## src/rtl/uart_cmd_handler.sv

```systemverilog
// Command stage behind the UART receiver: decodes command words, runs sensor read
// handshakes (one-shot or continuous) and hands 16-bit responses to the transmitter.
module uart_cmd_handler #(
  parameter int NUM_SENSORS     = 32,
  parameter int SENSOR_TIMEOUT  = 4800,
  parameter int TX_FRAME_CYCLES = 22
) (
  input  logic        clk_9k6,
  input  logic        reset_n,
  input  logic [15:0] data_recevied,
  input  logic        data_ready_to_read,
  output logic        sensor_req,
  output logic [7:0]  sensor_addr,
  input  logic        sensor_ready,
  input  logic        sensor_error,
  input  logic [7:0]  sensor_temp,
  input  logic [7:0]  sensor_hum,
  output logic [15:0] data_to_send,
  output logic        enable_transmiter,
  output logic        overrun
);

  localparam int         CNT_W = $clog2(SENSOR_TIMEOUT + TX_FRAME_CYCLES + 1);
  localparam logic [8:0] NUM_S = 9'(NUM_SENSORS);

  typedef enum logic [2:0] {IDLE, DECODE, REQ, WAIT, SEND, TXWAIT} state_t;

  state_t           state, state_nxt;
  logic [CNT_W-1:0] cnt, cnt_nxt;
  logic             drr_p0;
  logic             rise;
  logic [15:0]      pend_word;
  logic             pend_vld;
  logic             take;
  logic [15:0]      cur_word;
  logic [7:0]       cmd, addr;
  logic [2:0]       kind;
  logic [7:0]       kind_addr;
  logic             cont;
  logic             load_target, set_cont, clr_cont;
  logic [15:0]      resp_nxt;

  // Read commands 1..4 map onto response codes 0x11..0x14; odd kinds read temperature.
  function automatic logic [15:0] read_word(input logic [2:0] k, input logic [7:0] t,
                                            input logic [7:0] h);
    return {5'b00010, k, (k[0] ? t : h)};
  endfunction

  assign rise              = data_ready_to_read & ~drr_p0;
  assign cmd               = cur_word[15:8];
  assign addr              = cur_word[7:0];
  assign sensor_req        = (state == REQ);
  assign enable_transmiter = (state == SEND);

  always_comb begin
    state_nxt   = state;
    resp_nxt    = data_to_send;
    take        = 1'b0;
    load_target = 1'b0;
    set_cont    = 1'b0;
    clr_cont    = 1'b0;
    cnt_nxt     = cnt + CNT_W'(1);
    case (state)
      IDLE: begin
        if (pend_vld) begin
          state_nxt = DECODE;
          take      = 1'b1;
        end else if (cont) begin
          state_nxt = REQ;
        end
      end
      DECODE: begin
        state_nxt = SEND;
        if (cmd > 8'h05) begin
          resp_nxt = {8'hE0, cmd};
        end else if ({1'b0, addr} >= NUM_S) begin
          resp_nxt = {8'hE1, addr};
        end else if (cmd == 8'h00) begin
          resp_nxt = {8'h10, addr};
        end else if (cmd == 8'h05) begin
          resp_nxt = 16'h1500;
          clr_cont = 1'b1;
        end else begin
          state_nxt   = REQ;
          load_target = 1'b1;
          set_cont    = (cmd == 8'h03) || (cmd == 8'h04);
        end
      end
      REQ: state_nxt = WAIT;
      WAIT: begin
        // A ready pulse coinciding with the last timeout cycle is still a valid answer.
        if (sensor_ready) begin
          state_nxt = SEND;
          if (sensor_error) begin
            resp_nxt = {8'h1F, sensor_addr};
            clr_cont = 1'b1;
          end else begin
            resp_nxt = read_word(kind, sensor_temp, sensor_hum);
          end
        end else if (cnt == CNT_W'(SENSOR_TIMEOUT - 1)) begin
          state_nxt = SEND;
          resp_nxt  = {8'h1F, sensor_addr};
          clr_cont  = 1'b1;
        end
      end
      SEND: state_nxt = TXWAIT;
      TXWAIT: begin
        if (cnt == CNT_W'(TX_FRAME_CYCLES)) state_nxt = IDLE;
      end
      default: state_nxt = IDLE;
    endcase
    // The counter is zero in the REQ and SEND cycles, so it measures time since those.
    if (state_nxt == REQ || state_nxt == SEND) cnt_nxt = '0;
  end

  always_ff @(posedge clk_9k6 or negedge reset_n) begin
    if (!reset_n) begin
      state        <= IDLE;
      cnt          <= '0;
      drr_p0       <= 1'b0;
      pend_word    <= '0;
      pend_vld     <= 1'b0;
      overrun      <= 1'b0;
      cur_word     <= '0;
      kind         <= '0;
      kind_addr    <= '0;
      cont         <= 1'b0;
      sensor_addr  <= '0;
      data_to_send <= '0;
    end else begin
      state  <= state_nxt;
      cnt    <= cnt_nxt;
      drr_p0 <= data_ready_to_read;
      if (rise) begin
        pend_word <= data_recevied;
        pend_vld  <= 1'b1;
        if (pend_vld && !take) overrun <= 1'b1;
      end else if (take) begin
        pend_vld <= 1'b0;
      end
      if (take) cur_word <= pend_word;
      if (load_target) begin
        kind      <= cmd[2:0];
        kind_addr <= addr;
      end
      if (set_cont) cont <= 1'b1;
      else if (clr_cont) cont <= 1'b0;
      if (state_nxt == REQ) sensor_addr <= load_target ? addr : kind_addr;
      if (state_nxt == SEND) data_to_send <= resp_nxt;
    end
  end

endmodule

```

## config.mk

```make
export PLATFORM = sky130hd
export DESIGN_NAME = uart_cmd_handler
export DESIGN_NICKNAME = d
export VERILOG_FILES = /design/src/rtl/uart_cmd_handler.sv
export SDC_FILE = /design/constraint.sdc
export NUM_CORES = 1
export LEC_CHECK = 0
export BUFFER_PORTS_ARGS = -buffer_cell sky130_fd_sc_hd__buf_2
export CAP_MARGIN = 30
export CORE_MARGIN = 2
export CORE_UTILIZATION = 35
export DETAILED_ROUTE_END_ITERATION = 8
export MAX_ROUTING_LAYER = met4
export SLEW_MARGIN = 20
export SYNTH_ARGS = -nofsm -noshare
export SYNTH_HDL_FRONTEND = slang
export SYNTH_SLANG_ARGS = --single-unit
```

## constraint.sdc

```tcl
create_clock -name clk_9k6 -period 5 [get_ports clk_9k6]
set_input_delay 0.5 -clock clk_9k6 [delete_from_list [all_inputs] [get_ports clk_9k6]]
set_output_delay 0.5 -clock clk_9k6 [all_outputs]
set_load 0.02 [all_outputs]
```

Word level (Yosys, flattened, before mapping):

Index checks and enable logic that the tools add are counted.

* add/subtract/negate cells: 1
* magnitude comparators: 2
* eq/ne operators: 14
* muxes and demuxes: 45
* bitwise logic cells: 2
* reduce and logical (&&, ||, !) cells: 11

Operators with widths (number)
* $mux W16: 6
* $pmux W16 S2: 1
* $mux W3: 9
* $mux W1: 23
* $pmux W3 S6: 1
* $eq A8 B3 Y1 const B: 2
* $mux W8: 2
* $add A13 B1 Y13 const B: 1
* $eq A13 B13 Y1 const B: 1
* $eq A13 B5 Y1 const B: 1
* $mux W13: 1
* $mux W12: 1
* $eq A3 B2 Y1 const B: 3
* $eq A3 B3 Y1 const B: 3
* $eq A8 B2 Y1 const B: 1
* $ge A8 B6 Y1 const B: 1
* $gt A8 B3 Y1 const B: 1
* $logic_not A8 Y1: 1
* $reduce_bool A2 Y1: 3
* $ne A5 B5 Y1 const B: 1
* $reduce_and A4 Y1: 1
* $eq A3 B1 Y1 const B: 1
* $logic_not A3 Y1: 1
* $ne A3 B3 Y1 const B: 1
* other kinds (7): 8

* bits in registers: 87
* input bits: 37
* output and inout bits: 27
* logic and storage cells: 87

Longest topological paths before layout:

Gate-level depths: netlist of run 1.

* depth in word-level cells: 9
* gate-level depth with buffers: 8
* gate-level depth less buffers: 7

Least setup slack after synthesis of run 1:

No wires, ideal clock.

* path type: reg2reg
* from: register cur_word[15]
* to: register data_to_send[10]
* setup time: 125 ps
* arrival time: 1923 ps
* required time: 4875 ps
* path slack: 2952 ps
* cell stages (with the launch flop): 8
* buffers on the path: 2
* clock period less this slack: 2048 ps
* cell sequence: dfrtp_1 > or4_4 > nor2_4 > a31o_4 > nor2b_2 > buf_6 > buf_12 > mux2_4

* word-level cells in the longest chain between the ends: 8
* elaborated cells on any way between the ends: 15
* classes of those cells: order compare (1); eq/ne (3); mux (9); reduce/logical (2)

RTL lines
* from (decl): line 35 `logic [15:0] cur_word;`
* from (signal assigned): line 141 `if (take) cur_word <= pend_word;`
* $eq A8 B3 Y1: line 80 `end else if (cmd == 8'h05) begin`
* $mux W3: line 80
* $mux W3: line 78 `end else if (cmd == 8'h00) begin`
* $mux W3: line 76 `end else if ({1'b0, addr} >= NUM_S) begin`
* $mux W3: line 74 `if (cmd > 8'h05) begin`
* $pmux W3 S6: line 63 `case (state)`
* $eq A3 B3 Y1: line 149 `if (state_nxt == SEND) data_to_send <= resp_nxt;`
* $reduce_and A4 Y1 (no source line)
* to (signal assigned): line 149
* to (decl): line 18 `output logic [15:0] data_to_send,`

Several ways; a longest one is shown, not always the timed one.
A chain may end at the register's enable or synchronous reset.

Worst setup path after layout of run 1:

* from: register cnt[0]
* to: register data_to_send[3]

* word-level cells in the longest chain between the ends: 6
* elaborated cells on any way between the ends: 9
* classes of those cells: eq/ne (4); mux (4); reduce/logical (1)

RTL lines
* from (decl): line 29 `logic [CNT_W-1:0] cnt, cnt_nxt;`
* from (signal assigned): line 132 `cnt <= cnt_nxt;`
* $eq A13 B13 Y1: line 100 `end else if (cnt == CNT_W'(SENSOR_TIMEOUT - 1)) begin`
* $mux W3: line 100
* $mux W3: line 92 `if (sensor_ready) begin`
* $pmux W3 S6: line 63
* $eq A3 B3 Y1: line 149
* $reduce_and A4 Y1 (no source line) (*)

Every way passes the cells marked *; elsewhere a longest branch is shown, timed or not.

==> impl_metrics.toml, run 1 <==
[run_status]
status = "completed"

[floorplan]
io_pins = 64
dieArea_um2 = 12200
start_util_pct = 36.3
die_y_um = 110
core_um2 = 10900
rows = 38
die_w_um = 110

[clocking]
htreeDepth = 3
post_cts_buffers = 0
cts.sinks = 85
cts_root_buffer = "clkbuf_16"
clockBufferDepth = 2
clkTransAtPathRegs_ns = 0.06
cts_resized = 0
worstSkewPairLatency_ns = 0.34
cts_tree = "built"
cts_buffers = 9
cts_hold_buf = 0

[layout]
fillers = 1082
syn2layout_area_growth_pct = 17.9
antenna_cells = 0
nets = 447
drive_gt1_share_pct = 32.2

[route]
drtIter0Drc = 205
firstDrtPassIters = 5
routed_wl_um = 8780
wire_per_inst_um = 15.9
ant_nets = 0
drc = 0
num_vias = 2879
viasPerCell = 5.21

[hold_path]
min_path_type = "primary input to asynchronous set/reset pin"

[sta]
slew_headroom_pct = 40.8
drv_slew = 0
finalHoldViolCount = 0
fin_ws_ns = 2.35
fmax_mhz = 377
worst_slew_pin_slew_ns = 0.885
final.setup.tns_ns = 0
period_needed_ns = 2.65
fin_crit_sh_pct = 53.1
skew_ns = 0.00488
rsz0062_at_grt = "no"
setup_viol = 0

[critical_path]
path_cells = "ha_1 -> and4_1 -> a41oi_1 -> nor2_1 -> nor2b_2 -> mux2_2"
cp-end-kind = "flop"
r2r_end = "data_to_send[3]"
critPathKind = "flop to flop"
crit_path_start = "cnt[0]"
r2r_cells = 6
required_ns = 5.23
cp_slowest_cell = "nor2b_2"
critPathArrivalTime_ns = 2.88
critPathMaxStageDelay_ns = 0.66
rrSetupSlack_ns = 2.35
critPathLaunchType = "flop"
endpoint = "data_to_send[3]"
r2r-start = "cnt[0]"
worst-path-max-fanout = 15

[yosys]
syn_nets = 392
synth_cells = 353
synth_area_leader_cell = "dfrtp_1"
async_flop_share_pct = 100
synth.area.top_cells = "dfrtp_1, mux2_2, nand2_1"
yosysWarnings = 0
ys_types = 50
ys_seq_area_share_pct = 53.6
synth_area_um2 = 3970
synth_common_cells = "dfrtp_1, nand2_1, mux2_2, nor2_1, mux2i_1"
syn_area_per_cell_um2 = 11.2
ys_ff_latch = 85
synth_top_flop_cell = "dfrtp_1"
synth_enable_flop_cells = 0
yosysMostFrequentCell = "dfrtp_1"
synth_top_area_share_pct = 53.6

[power_and_ir_drop]
cellPowerDensity_nw_per_um2 = 541
p_leak_nw = 2.24
vdd_drop_max_v = 0.000319

[global_routing]
grt_util_met1_pct = 21.0
busiest_layer = "met2"
grt.overflow.total = 0
grt_max_degree = 50
grtUsageTotal_pct = 15.6
grt_antenna_before_repair = 0
grt_first_pass_wirelength_um = 14800
grt_pass1_vias = 2781
grt_util_met2_pct = 23.4
grt_util_met3_pct = 3.73

[run]
maxCapViolCount = 0

[placed_design]
dp_worst_setup_slack_ns = 2.36
place_hpwl_um = 6400
gp_congestion = 0.856
io_buffers = 63
-- cells by family (layout without fill, tap and decap cells) --
kind of cell / Yosys count / after routing / synth area share [%]
buf+inv: 29 / 89 / 3.66
xor+xnor: 11 / 11 / 2.43
compound gates: 49 / 49 / 8.74
fa+ha+maj: 2 / 2 / 0.631
simple gates: 121 / 121 / 15.2
flops: 85 / 85 / 53.6
mux: 56 / 56 / 15.7
-- layout make-up --
type,instances,area [µm²],area share (%)
clock buffer,11,253,5.41
clock inverter,5,58.8,1.26
inverter,7,26.3,0.562
multi-input combinational,239,1690,36.2
sequential,85,2130,45.5
tap,140,175,3.75
timing repair buffer,66,340,7.28
-- power breakdown --
group          total [mW]  switching, mW  internal [mW]  leakage [nW]
Combinational       0.734          0.386          0.348          1.02
Clock               0.679          0.265          0.414         0.148
Sequential           1.11          0.223          0.891          1.07
-- per-layer routing --
layer | share of wire (%) | wire length [µm]
met1 | 46 | 4060
met2 | 47 | 4100
met3 | 5.5 | 479
met4 | 1.6 | 138
met5 | 0 | 0
-- placed cells by master (no fill, tap or decap), types with 3 or more instances in the layout --
cell type	synthesis	final
a211oi_1	4	4
a21o_1	3	3
a21oi_1	11	11
a41o_1	3	3
and2_1	7	7
and3_1	3	3
and4_1	3	3
buf_2	4	62
buf_4	2	4
clkbuf_16	0	9
dfrtp_1	85	85
inv_1	7	7
mux2_2	39	39
mux2_4	3	3
mux2i_1	14	14
nand2_1	42	42
nand3_1	5	5
nand3b_1	3	3
nand4_1	4	4
nor2_1	29	29
nor2b_1	4	4
nor3_1	7	7
o21ai_0	13	13
xor2_1	9	9
-- metrics by stage --
step / hold slack (ns) / power [mW] / instance area [µm²] / cells / util [%]
2_1_floorplan: 0.204 / 1.64 / 3970 / 353 / -
3_3_place_gp: 0.452 / 1.84 / 4360 / 537 / 39.9
3_5_place_dp: 0.459 / 1.86 / 4360 / 537 / 39.9
4_1_cts: 0.130 / 2.55 / 4670 / 553 / 42.7
5_1_grt: 0.152 / 2.68 / 4670 / 553 / 42.7
6_report: 0.111 / 2.53 / 4670 / 553 / 42.7
-- state kept, by name, summed over array words and instances, names as in the netlist, 3 cells and up --
| register | flops |
|---|---|
| cur_word | 16 |
| kind_addr | 8 |
| kind | 3 |
| cnt | 13 |
| pend_word | 16 |
| data_to_send | 14 |
| state | 3 |
| sensor_addr | 8 |
-- critical path, delay by kind of cell, from the launching register on --
kind	cells	cell delay, ns
AND/OR/NAND/NOR	3	1.04
AO/OA/AOI/OAI	1	0.41
adder cells (fa/ha/maj)	1	0.25
multiplexers	1	0.41
flip-flops	1	0.42
-- how the worst min path moves through the flow --
stage	startpoint	endpoint	slack (ns)	cells past startpoint
floorplan	reset_n	cnt[0]	0.20	0
global placement	overrun	overrun	0.45	1
detailed placement	overrun	overrun	0.46	1
CTS	reset_n	cnt[9]	0.13	1
global route	reset_n	cnt[9]	0.15	1
finish	reset_n	cnt[9]	0.11	1
(Power assumes the default switching activity.)
==> inputs of run 2 (changes only) <==
==> constraint.sdc (replaced) <==
create_clock -name clk_9k6 -period 2.2 [get_ports clk_9k6]
set_input_delay 0.22 -clock clk_9k6 [delete_from_list [all_inputs] [get_ports clk_9k6]]
set_output_delay 0.22 -clock clk_9k6 [all_outputs]
set_load 0.02 [all_outputs]
==> impl_metrics.toml, run 2 (synthesized netlist as in run 1, its figures left out) <==
[run_status]
status = "completed"

[sta]
worst_slew_pin_slew_ns = 0.558
skew_ns = 0.00556
period_needed_ns = 2.11
finalHoldViolCount = 0
fin_crit_sh_pct = 96.0
final.setup.tns_ns = 0
rsz0062_at_grt = "no"
slew_headroom_pct = 62.7
setup_viol = 0
drv_slew = 0
fmax_mhz = 473

[clocking]
post_cts_buffers = 0
clockBufferDepth = 2
cts_buffers = 9
htreeDepth = 3
cts_tree = "built"
worstSkewPairLatency_ns = 0.34
cts_root_buffer = "clkbuf_16"
clkTransAtPathRegs_ns = 0.06
cts.sinks = 85

[critical_path]
critPathArrivalTime_ns = 2.34
cp_slowest_cell = "or4_4"
critPathKind = "flop to flop"
cp-end-kind = "flop"
critPathLaunchType = "flop"
path_cells = "or4_4 -> nor2_4 -> a31o_4 -> nor2b_2 -> buf_4 -> mux2_2"
worst-path-max-fanout = 7
required_ns = 2.42
critPathMaxStageDelay_ns = 0.58

[power_and_ir_drop]
switching_power_mw = 2.05
cellPowerDensity_nw_per_um2 = 1240
combPwrFrac_pct = 31.1
p_int_mw = 3.94
netSwitchingFraction_pct = 34.2
p_leak_nw = 2.33
total_power_mw = 5.99
share_seq_of_total_power_pct = 41.0
vdd_drop_max_v = 0.000475
p_clk_share_pct = 27.9

[route]
drc = 0
viasPerCell = 5.07
firstDrtPassIters = 4
drtIter0Drc = 110
ant_nets = 0
wire_per_inst_um = 16.0
routed_wl_um = 9100
num_vias = 2886

[layout]
nets = 463
drive_gt1_share_pct = 34.5
layout.cells.most_common = "dfrtp_1"
fin_cells = 569
syn2layout_area_growth_pct = 22.1
final_util_pct = 44.3
antenna_cells = 0
top_regs = "cur_word: 16 flops, pend_word: 16 flops, data_to_send: 14 flops"
final_cell_mix = "dfrtp_1, buf_2, nand2_1"

[global_routing]
grt_first_pass_wirelength_um = 15100
grt_antenna_before_repair = 0
grtUsageTotal_pct = 16.0
grt.overflow.total = 0
grt_max_degree = 47
grt_pass1_vias = 2898

[placed_design]
dp_cells = 551
gp_congestion = 0.817
place_hpwl_um = 6650
io_buffers = 63

[floorplan]
rows = 38
start_util_pct = 36.3
die_w_um = 110
io_pins = 64
core_um2 = 10900
die_y_um = 110
dieArea_um2 = 12200

[run]
maxCapViolCount = 0

[hold_path]
min_path_type = "primary input to flop"
-- run 2: cell count changes in the layout (fill, tap and decap cells not counted), sizes merged --
cell         delta
dlygate4sd3     +2
clkinvlp        -2
bufinv          +1
buf            +14
clkbuf          -1
clkinv          +1
inv             +1
-- run 2: layout make-up --
| type | count | area [µm²] |
|---|---|---|
| Timing Repair Buffer | 82 | 478 |
| Fill cell | 1052 | 6090 |
| Sequential cell | 85 | 2130 |
| Clock buffer | 10 | 239 |
| Multi-Input combinational cell | 239 | 1700 |
| Tap cell | 140 | 175 |
| Inverter | 7 | 26.3 |
| Clock inverter | 6 | 95.1 |
-- run 2: power by group through the flow --
stage,clock network (mW),logic (mW),registers (mW)
after CTS,1.71,1.89,2.46
after floorplan,0,1.25,2.49
final,1.67,1.86,2.46
after global routing,1.78,2.03,2.54
after detailed placement,0,1.88,2.49
after global placement,0,1.83,2.47
-- run 2: through the flow --
step | hold slack, ns | area [µm²] | setup slack, ns
detailed placement | 0.237 | 4480 | 0.104
global placement | 0.233 | 4480 | 0.134
finish | 0.106 | 4840 | 0.0872
floorplan | -0.0756 | 3970 | 0.152
CTS | 0.0946 | 4830 | 0.0816
global route | 0.106 | 4840 | 0.00662
-- run 2: metal layers --
metal / track usage, % / part of all wire, % / wire, µm
met1: 21.4 / 48 / 4400
met2: 24.3 / 46 / 4220
met5: - / 0 / 0
met4: 6.50 / 1.9 / 176
met3: 2.85 / 3.3 / 303
-- run 2: critical path: cells and delay by family, from the launching register on --
| family | cells | cell delay (ns) |
|---|---|---|
| AO/OA/AOI/OAI | 1 | 0.18 |
| buffers and inverters | 1 | 0.17 |
| multiplexers | 1 | 0.34 |
| flip-flops | 1 | 0.39 |
| AND/OR/NAND/NOR | 3 | 0.92 |
-- run 2: worst paths after layout --
kind | slack (ns) | end | cells past startpoint | from
hold reg to reg | 0.46 | overrun | 1 | overrun
setup reg to reg | 0.09 | data_to_send[3] | 6 | cur_word[15]
hold / removal | 0.11 | pend_word[5] | 2 | data_recevied[5]
min in group asynchronous | 0.40 | cnt[9] | 2 | reset_n
setup / recovery | 0.09 | data_to_send[3] | 6 | cur_word[15]
max in group asynchronous | 1.18 | pend_word[15] | 3 | reset_n
-- run 2: timing repair --
action / in CTS / in global routing
gates resized for setup: 0 / 1
endpoints found under the hold margin: 40 / 0
endpoints found under the setup margin: 0 / 8
hold buffers: 2 / 0
==> inputs of run 3 (changes only) <==
--- a/config.mk
+++ b/config.mk
@@ -5,11 +5,11 @@
 export SDC_FILE = /design/constraint.sdc
 export NUM_CORES = 1
 export LEC_CHECK = 0
-export BUFFER_PORTS_ARGS = -buffer_cell sky130_fd_sc_hd__buf_2
 export CAP_MARGIN = 30
 export CORE_MARGIN = 2
-export CORE_UTILIZATION = 35
+export CORE_UTILIZATION = 34
 export DETAILED_ROUTE_END_ITERATION = 8
+export DONT_BUFFER_PORTS = 1
 export MAX_ROUTING_LAYER = met4
 export SLEW_MARGIN = 20
 export SYNTH_ARGS = -nofsm -noshare
==> impl_metrics.toml, run 3 (synthesized netlist as in run 1, its figures left out) <==
[floorplan]
start_util_pct = 34.7
die_w_um = 112
die_y_um = 112
core_um2 = 11400
io_pins = 64
dieArea_um2 = 12500
rows = 39

[layout]
fillers = 1127
fin_cells = 507
multi_input_area_um2 = 1690
layout.cells.most_common = "dfrtp_1"
final_cell_mix = "dfrtp_1, nand2_1, mux2_2"
regArea_um2 = 2130
drive_gt1_share_pct = 22.8
nets = 399
antenna_cells = 0
syn2layout_area_growth_pct = 12.4
top_regs = "cur_word: 16 flops, pend_word: 16 flops, data_to_send: 14 flops"

[power_and_ir_drop]
p_leak_nw = 2.03
total_power_mw = 5.64
p_int_mw = 3.65
netSwitchingFraction_pct = 35.3
switching_power_mw = 1.99
share_seq_of_total_power_pct = 47.9
p_clk_share_pct = 27.0
vdd_drop_max_v = 0.000650
cellPowerDensity_nw_per_um2 = 1260
combPwrFrac_pct = 25.1

[sta]
drv_slew = 0
setup_viol = 0
period_needed_ns = 2.12
fin_ws_ns = 0.0789
fmax_mhz = 471
fin_crit_sh_pct = 96.4
rsz0062_at_grt = "no"
slew_headroom_pct = 59.8
holdWs_ns = -0.433
skew_ns = 0.0148
worst_slew_pin_slew_ns = 0.603
final.setup.tns_ns = 0
finalHoldViolCount = 85

[placed_design]
dp_cells = 491
io_buffers = 0
dp_worst_setup_slack_ns = 0.105
gp_congestion = 0.854
place_hpwl_um = 6420

[global_routing]
grt_pass1_vias = 2717
grt_first_pass_wirelength_um = 14200
grt_antenna_before_repair = 0
grtUsageTotal_pct = 15.2
grt.overflow.total = 0
grt_max_degree = 86

[route]
ant_nets = 0
firstDrtPassIters = 4
wire_per_inst_um = 17.4
viasPerCell = 5.23
drc = 0
num_vias = 2653
drtIter0Drc = 123
routed_wl_um = 8850

[critical_path]
rrSetupSlack_ns = 0.08
required_ns = 2.43
r2r_cells = 6
cp-end-kind = "flop"
worst-path-buf-inv = 1
cp_slowest_cell = "or4_4"
path_depth = 6
critPathKind = "flop to flop"
critPathMaxStageDelay_ns = 0.59
worst-path-max-fanout = 9
critPathLaunchType = "flop"
path_cells = "or4_4 -> nor2_4 -> a31o_4 -> nor2b_2 -> buf_4 -> mux2_4"
crit_family = "simple AND/OR/NAND/NOR gates"
critPathArrivalTime_ns = 2.35

[clocking]
worstSkewPairLatency_ns = 0.35
cts_root_buffer = "clkbuf_16"
htreeDepth = 3
cts_resized = 0
cts_tree = "built"
cts_buffers = 9
cts.sinks = 85
post_cts_buffers = 0
clockBufferDepth = 2
cts_hold_buf = 1
clkTransAtPathRegs_ns = 0.06

[run_status]
failed_checks = "hold timing"
status = "complete, but fails checks"

[run]
maxCapViolCount = 0

[hold_path]
min_path_type = "primary input to asynchronous set/reset pin"
## run 3: power groups by stage
stage	Sequential [mW]	Combinational, mW	Clock (mW)
floorplan	2.49	1.25	0
global placement	2.71	1.38	0
detailed placement	2.74	1.42	0
CTS	2.71	1.43	1.56
global route	2.79	1.58	1.62
finish	2.70	1.41	1.52
## run 3: layer usage
metal / up-vias / wire length, µm / GRT usage [%]
met5: - / 0 / -
met4: 0 / 185 / 5.85
met3: 18 / 782 / 6.91
met2: 75 / 3990 / 22.5
met1: 1305 / 3880 / 18.2
li1: 1255 / - / -
## run 3: path summary, 6_finish.rpt
path | start | endpoint
setup reg to reg | cur_word[15] | data_to_send[7]
hold reg to reg | kind_addr[2] | kind_addr[2]
min in group clk_9k6 | data_recevied[2] | pend_word[2]
setup / recovery | cur_word[15] | data_to_send[7]
max in group asynchronous | reset_n | state[1]
hold / removal | reset_n | kind[1]
## run 3: through the flow
stage / hold WS [ns] / area (µm²) / util, %
final: -0.433 / 4460 / 39.1
after global routing: -0.452 / 4460 / 39.1
after CTS: -0.447 / 4460 / 39.1
after detailed placement: -0.0717 / 4150 / 36.4
after global placement: -0.0719 / 4150 / 36.4
after floorplan: -0.0756 / 3970 / -
## run 3: final cells by class
class                   count  area share, %
flip-flops and latches     85           47.7
inverters                   7          0.589
repair buffers             18           3.09
clock buffers               9           5.05
well taps                 143           4.01
multi-input cells         239           38.0
clock inverters             6           1.57
